$ cat src/rtl/cache_mem_interface_if.sv
// Memory-side bus of cache_mem_interface: a valid/ready beat request channel
// plus a read-response channel. The master is the line mover and the slave is main memory.
interface cache_mem_interface_if #(
  parameter int unsigned BUS_WIDTH  = 32,
  parameter int unsigned ADDR_WIDTH = 32
);
  logic                  mem_req_valid;
  logic                  mem_req_ready;
  logic                  mem_we;
  logic [ADDR_WIDTH-1:0] mem_addr;
  logic [BUS_WIDTH-1:0]  mem_wdata;
  logic                  mem_rvalid;
  logic [BUS_WIDTH-1:0]  mem_rdata;

  modport master (
    output mem_req_valid, mem_we, mem_addr, mem_wdata,
    input  mem_req_ready, mem_rvalid, mem_rdata
  );

  modport slave (
    input  mem_req_valid, mem_we, mem_addr, mem_wdata,
    output mem_req_ready, mem_rvalid, mem_rdata
  );
endinterface

$ cat src/rtl/cache_mem_interface.sv
// cache_mem_interface: moves one cache line between cache_controller and main
// memory as BEATS bus beats. It performs either a dirty-line write-back or a line refill.
// Optional build macro MEM_TIMEOUT_EN adds a per-beat watchdog and a sticky
// mem_error output. Without it, the block waits indefinitely on memory.
module cache_mem_interface #(
  parameter int unsigned LINE_WIDTH     = 128,
  parameter int unsigned BUS_WIDTH      = 32,
  parameter int unsigned ADDR_WIDTH     = 32,
  parameter int unsigned TIMEOUT_CYCLES = 64
) (
  input  logic                  clk,
  input  logic                  rst,
  input  logic                  read_en_mem,
  input  logic                  write_en_mem,
  input  logic [ADDR_WIDTH-1:0] line_addr,
  input  logic [LINE_WIDTH-1:0] wb_line,
  output logic                  ready_mem,
  output logic [LINE_WIDTH-1:0] refill_line,
`ifdef MEM_TIMEOUT_EN
  output logic                  mem_error,
`endif
  cache_mem_interface_if.master bus
);
  localparam int unsigned BEATS      = LINE_WIDTH / BUS_WIDTH;
  localparam int unsigned BEAT_BYTES = BUS_WIDTH / 8;
  localparam int unsigned BEAT_W     = $clog2(BEATS);
  localparam int unsigned OFF_W      = $clog2(LINE_WIDTH / 8);
  localparam logic [ADDR_WIDTH-1:0] OFF_MASK = ADDR_WIDTH'((64'd1 << OFF_W) - 64'd1);

  typedef enum logic [2:0] {StIdle, StWbReq, StRfReq, StRfWait, StDone} state_e;

  state_e                state_q, state_d;
  logic [BEAT_W-1:0]     beat_q, beat_d;
  logic [ADDR_WIDTH-1:0] base_q, base_d;
  logic [LINE_WIDTH-1:0] line_q, line_d;
  logic [LINE_WIDTH-1:0] refill_q, refill_d;

  logic [ADDR_WIDTH-1:0] beat_addr;
  int unsigned           slice_lo;
  logic                  last_beat;

  // Base is line-aligned, so beat offsets never carry out of the line
  assign beat_addr   = base_q + ADDR_WIDTH'(beat_q) * ADDR_WIDTH'(BEAT_BYTES);
  assign slice_lo    = 32'(beat_q) * BUS_WIDTH;
  assign last_beat   = (beat_q == BEAT_W'(BEATS - 1));
  assign refill_line = refill_q;

`ifdef MEM_TIMEOUT_EN
  localparam int unsigned TO_W = $clog2(TIMEOUT_CYCLES + 1);
  logic [TO_W-1:0] to_cnt_q, to_cnt_d;
  logic            err_q, err_d;
  logic            busy, beat_hs;

  assign busy      = (state_q == StWbReq) || (state_q == StRfReq) || (state_q == StRfWait);
  assign beat_hs   = (((state_q == StWbReq) || (state_q == StRfReq)) && bus.mem_req_ready) ||
                     ((state_q == StRfWait) && bus.mem_rvalid);
  assign mem_error = err_q;
`endif

  // State and datapath registers with synchronous reset
  always_ff @(posedge clk) begin
    if (rst) begin
      state_q  <= StIdle;
      beat_q   <= '0;
      base_q   <= '0;
      line_q   <= '0;
      refill_q <= '0;
`ifdef MEM_TIMEOUT_EN
      to_cnt_q <= '0;
      err_q    <= 1'b0;
`endif
    end else begin
      state_q  <= state_d;
      beat_q   <= beat_d;
      base_q   <= base_d;
      line_q   <= line_d;
      refill_q <= refill_d;
`ifdef MEM_TIMEOUT_EN
      to_cnt_q <= to_cnt_d;
      err_q    <= err_d;
`endif
    end
  end

  // Next-state logic and Moore outputs; bus payload is zero outside request states
  always_comb begin
    state_d           = state_q;
    beat_d            = beat_q;
    base_d            = base_q;
    line_d            = line_q;
    refill_d          = refill_q;
    ready_mem         = 1'b0;
    bus.mem_req_valid = 1'b0;
    bus.mem_we        = 1'b0;
    bus.mem_addr      = '0;
    bus.mem_wdata     = '0;
`ifdef MEM_TIMEOUT_EN
    to_cnt_d          = '0;
    err_d             = err_q;
`endif

    unique case (state_q)
      StIdle: begin
        // Write-back wins when both requests are present
        if (write_en_mem) begin
          base_d  = line_addr & ~OFF_MASK;
          line_d  = wb_line;
          beat_d  = '0;
          state_d = StWbReq;
        end else if (read_en_mem) begin
          base_d  = line_addr & ~OFF_MASK;
          beat_d  = '0;
          state_d = StRfReq;
        end
      end
      StWbReq: begin
        bus.mem_req_valid = 1'b1;
        bus.mem_we        = 1'b1;
        bus.mem_addr      = beat_addr;
        bus.mem_wdata     = line_q[slice_lo +: BUS_WIDTH];
        if (bus.mem_req_ready) begin
          beat_d = beat_q + 1'b1;
          if (last_beat) state_d = StDone;
        end
      end
      StRfReq: begin
        bus.mem_req_valid = 1'b1;
        bus.mem_addr      = beat_addr;
        if (bus.mem_req_ready) state_d = StRfWait;
      end
      StRfWait: begin
        if (bus.mem_rvalid) begin
          refill_d[slice_lo +: BUS_WIDTH] = bus.mem_rdata;
          beat_d  = beat_q + 1'b1;
          state_d = last_beat ? StDone : StRfReq;
        end
      end
      StDone: begin
        ready_mem = 1'b1;
        state_d   = StIdle;
      end
      default: state_d = StIdle;
    endcase

`ifdef MEM_TIMEOUT_EN
    // Watchdog counts stalled cycles of the current beat and aborts the transfer
    if (busy && !beat_hs) begin
      if (to_cnt_q == TO_W'(TIMEOUT_CYCLES - 1)) begin
        state_d = StDone;
        err_d   = 1'b1;
      end else begin
        to_cnt_d = to_cnt_q + 1'b1;
      end
    end
`endif
  end

endmodule
$ cat src/flat_wrapper.sv
// flat-port wrapper written by rule: the top's interface ports become plain ports
module cache_mem_interface_flat 
#(
  parameter int unsigned LINE_WIDTH     = 128,
  parameter int unsigned BUS_WIDTH      = 32,
  parameter int unsigned ADDR_WIDTH     = 32,
  parameter int unsigned TIMEOUT_CYCLES = 64
)
  (clk, rst, read_en_mem, write_en_mem, line_addr, wb_line, ready_mem, refill_line, bus_mem_req_valid, bus_mem_we, bus_mem_addr, bus_mem_wdata, bus_mem_req_ready, bus_mem_rvalid, bus_mem_rdata);
  cache_mem_interface_if #(.BUS_WIDTH(BUS_WIDTH), .ADDR_WIDTH(ADDR_WIDTH)) bus_i ();
  input  logic clk;
  input  logic rst;
  input  logic read_en_mem;
  input  logic write_en_mem;
  input  logic [ADDR_WIDTH-1:0] line_addr;
  input  logic [LINE_WIDTH-1:0] wb_line;
  output logic ready_mem;
  output logic [LINE_WIDTH-1:0] refill_line;
  output wire logic [$bits(bus_i.mem_req_valid)-1:0] bus_mem_req_valid;
  output wire logic [$bits(bus_i.mem_we)-1:0] bus_mem_we;
  output wire logic [$bits(bus_i.mem_addr)-1:0] bus_mem_addr;
  output wire logic [$bits(bus_i.mem_wdata)-1:0] bus_mem_wdata;
  input wire logic [$bits(bus_i.mem_req_ready)-1:0] bus_mem_req_ready;
  input wire logic [$bits(bus_i.mem_rvalid)-1:0] bus_mem_rvalid;
  input wire logic [$bits(bus_i.mem_rdata)-1:0] bus_mem_rdata;
  assign bus_mem_req_valid = bus_i.mem_req_valid;
  assign bus_mem_we = bus_i.mem_we;
  assign bus_mem_addr = bus_i.mem_addr;
  assign bus_mem_wdata = bus_i.mem_wdata;
  assign bus_i.mem_req_ready = bus_mem_req_ready;
  assign bus_i.mem_rvalid = bus_mem_rvalid;
  assign bus_i.mem_rdata = bus_mem_rdata;
  cache_mem_interface #(.LINE_WIDTH(LINE_WIDTH), .BUS_WIDTH(BUS_WIDTH), .ADDR_WIDTH(ADDR_WIDTH), .TIMEOUT_CYCLES(TIMEOUT_CYCLES)) u_core (.clk(clk), .rst(rst), .read_en_mem(read_en_mem), .write_en_mem(write_en_mem), .line_addr(line_addr), .wb_line(wb_line), .ready_mem(ready_mem), .refill_line(refill_line), .bus(bus_i));
endmodule
$ cat config.mk
export PLATFORM = sky130hd
export DESIGN_NAME = cache_mem_interface_flat
export DESIGN_NICKNAME = d
export VERILOG_FILES = /design/src/rtl/cache_mem_interface_if.sv /design/src/rtl/cache_mem_interface.sv /design/src/flat_wrapper.sv
export SDC_FILE = /design/constraint.sdc
export NUM_CORES = 1
export LEC_CHECK = 0
export CAP_MARGIN = 20
export CORE_MARGIN = 2
export CORE_UTILIZATION = 50
export CTS_CLUSTER_DIAMETER = 80
export CTS_CLUSTER_SIZE = 14
export DETAILED_ROUTE_END_ITERATION = 10
export PLACE_DENSITY = 0.86
export REMOVE_ABC_BUFFERS = 1
export SLEW_MARGIN = 10
export SYNTH_ARGS = -nofsm -noshare
export SYNTH_HDL_FRONTEND = slang
export SYNTH_SLANG_ARGS = --single-unit
$ cat constraint.sdc
create_clock -name clk -period 6.9 [get_ports clk]
set_clock_uncertainty 0.1 [all_clocks]
set_input_delay 1.035 -clock clk [delete_from_list [all_inputs] [get_ports clk]]
set_output_delay 1.035 -clock clk [all_outputs]
set_load 0.01 [all_outputs]
==> results.tsv <==
stage	metric	value	unit
status	status	finished clean	
placement	PortBufs	386	
global_route	vias in the first global route	10900	
finish	Layout Nets	1931	
clock_tree	Root Buffer	clkbuf_16	
timing	fmax	238	MHz
floorplan	Die W	158	um
worst_hold_path	Worst Hold Class	flip-flop to flip-flop	
global_route	Overflow after GRT	0	
placement	hpwl dp	23600	um
timing	max_slew headroom	27.9	%
worst_hold_path	Hold Crit Depth	2	
clock_tree	CTS tree	yes	
clock_tree	Worst-path clk slew	0.07	ns
critical_path	CP Data Arrival Time	3.07	ns
finish	antenna cells	0	
clock_tree	later-pin clock latency in the skew report	0.52	ns
routing	met3 WL	3800	um
floorplan	num ports	393	
routing	First-pass DRT Iterations	5	
routing	final WL	36200	um
critical_path	Req. time, crit path	5.76	ns
clock_tree	CTS Buf Count	24	
clock_tree	Post-CTS Setup Inserts	0	
floorplan	row count	56	
floorplan	Core ar.	23400	sq um
synthesis	Ys Warns	0	
synthesis	Post-synth top flop	dfxtp_1	
critical_path	Setup crit start kind	flip-flop	
placement	Final GP Congestion	0.821	
synthesis	Synth async-reset ratio	0	%
critical_path	r2r worst-path depth	6	
power_and_ir_drop	VDD IR max	0.178	mV
critical_path	Worst Path Max Fanout	25	
global_route	first-pass GRT wire length	55100	um
timing	worst hold margin	0.349	ns
timing	Worst-Margin Slew	1.08	ns
clock_tree	post-CTS sizing	0	
finish	fill count	1800	
routing	WL met2	17700	um
critical_path	crit path kind	flip-flop to output pin	
routing	DRC	0	
synthesis	Seq cells post-synth	289	
synthesis	EDFF count, synth	0	
power_and_ir_drop	Pwr Density	220	nW/um^2
global_route	initial antenna violation count	0	
critical_path	CP endpoint kind	output pin	
clock_tree	H-tree lvl count	1	
placement	placed instance count	2020	
routing	DRT antenna net count	0	
timing	Final Max Slew Viols	0	
clock_tree	Hold-fix buffers, CTS	0	
timing	RSZ-0062 raised after global routing	no	
critical_path	slowest stage cell, crit path	dfxtp_2	
synthesis	Synth area leader	dfxtp_1	
global_route	largest net degree at the start of global routing	158	
floorplan	initial core utilization	50.7	%
worst_hold_path	Worst Hold Launch	u_core.refill_line[28]$_SDFFE_PP0P_	
timing	Tmin final	4.20	ns
clock_tree	clock buffer depth	3	
synthesis	most common cell in the synthesized netlist	nand2_1	
synthesis	Mapped Area	11900	sq um
synthesis	Mapped Cells	1423	
routing	DR top layer	met4	
job	MaxCap Viol Count	0	
timing	final hold vios	0	
floorplan	Vert. Die Dim	158	um
routing	Routed WL per cell	17.7	um
synthesis	Synth area leaders	dfxtp_1 49%, nand2_1 14%, a21oi_1 12%	
routing	Iteration-0 DRC Markers	774	
synthesis	sequential fraction of the synthesis area	48.8	%
synthesis	Avg Inst Size Synth	8.34	sq um
global_route	Tot GR Track Use	27.6	%
routing	via count	11200	
finish	Final Non-Filler Cells	2046	
routing	mean number of vias per cell	5.49	
critical_path	cells along the critical path	buf_4, mux4_2, nor2b_1, clkdlybuf4s50_1	
critical_path	Critical Path Start	u_core.beat_q[0]$_SDFFE_PP0P_	
power_and_ir_drop	Pwr Total	3.58	mW
timing	final period utilization	60.9	%
synthesis	Post-synth top cells	448 x nand2_1, 289 x dfxtp_1, 275 x a21oi_1	
critical_path	Reg2Reg Launch Point	u_core.beat_q[1]$_SDFFE_PP0P_	
power_and_ir_drop	LEAKAGE	5.47	nW
synthesis	share of the synthesized area in the top cell type	48.8	%
routing	Met1 Wirelength	13200	um
finish	share of cells above drive strength 1	6.49	%
floorplan	DIE AREA	25000	sq um
synthesis	Distinct cells, synth	46	
critical_path	Critical Path Max Stage Delay	0.71	ns
timing	TNS Setup	0	ns
timing	final setup fails	0	
clock_tree	CTS Sinks	289	
finish	Area growth, synth to finish	37.1	%
[metrics by stage]
stage / setup slack (ns) / util (%) / cell area (sq um)
3_5_place_dp: 3.19 / 66.8 / 15600
2_1_floorplan: 2.84 / - / 11200
5_1_grt: 2.52 / 69.5 / 16300
3_3_place_gp: 3.22 / 66.8 / 15600
4_1_cts: 2.62 / 69.5 / 16300
6_report: 2.70 / 69.5 / 16300
[flip-flops by register name (all words and copies together), names as in the netlist]
| name | count |
|---|---|
| u_core.line_q | 128 |
| u_core.beat_q | 2 |
| u_core.state_q | 3 |
| u_core.refill_line | 128 |
| u_core.base_q | 28 |
[cells in the final DEF, fill, tap and decap left out, types with 17 or more instances in the layout]
cell type,n
dfxtp_1,287
buf_4,17
clkbuf_16,25
and2_1,31
nor2b_1,34
nand2_1,447
a21oi_1,275
nand3_1,86
nand4_1,32
mux4_2,32
clkdlybuf4s50_1,385
[logic make-up after synthesis]
kind of cell               Yosys count  synth area share, %
muxes                               32                 6.07
adders and majority gates            6                0.633
buffers and inverters              132                 5.94
xor gates and xnor gates             1               0.0738
other                                1               0.0316
AOI/OAI and AO/OA                  293                 12.9
DFF                                289                 48.8
and+or+nand+nor                    669                 25.6
[where the power goes]
group / switching [mW] / internal, mW / leakage (nW) / total, mW
clock network: 0.575 / 0.636 / 0.308 / 1.21
logic: 0.303 / 0.266 / 2.81 / 0.569
registers: 0.0526 / 1.75 / 2.35 / 1.80
[worst max-delay path, delay by kind of cell, from the launching register on]
kind / cells / cell delay, ns
and+or+nand+nor: 1 / 0.16
DFF: 1 / 0.71
muxes: 1 / 0.60
buffers and inverters: 2 / 1.06
[path summary, 6_finish.rpt]
| kind | to | slack (ns) |
|---|---|---|
| worst max-delay path | bus_mem_wdata[12] | 2.70 |
| worst min-delay path | u_core.refill_line[28]$_SDFFE_PP0P_ | 0.35 |
| worst max register to register | u_core.refill_line[78]$_SDFFE_PP0P_ | 3.70 |
| worst min register to register | u_core.refill_line[28]$_SDFFE_PP0P_ | 0.35 |
[final cells by class]
cell class | count | area [sq um] | share of cell area, %
clock inverter | 1 | 7.51 | 0.0461
timing repair buffer | 405 | 4030 | 24.8
multi-input combinational | 1003 | 5400 | 33.2
tap | 319 | 399 | 2.45
clock buffer | 25 | 626 | 3.84
inverter | 4 | 17.5 | 0.108
sequential | 289 | 5790 | 35.6
[routing by layer]
| metal | up-vias | global-route usage (%) |
|---|---|---|
| met5 | - | 0 |
| met4 | 0 | 11.6 |
| met3 | 95 | 8.24 |
| met2 | 528 | 47.7 |
| met1 | 5244 | 31.8 |
| li1 | 5369 | - |
No activity file was read; power rests on OpenSTA's default activity.
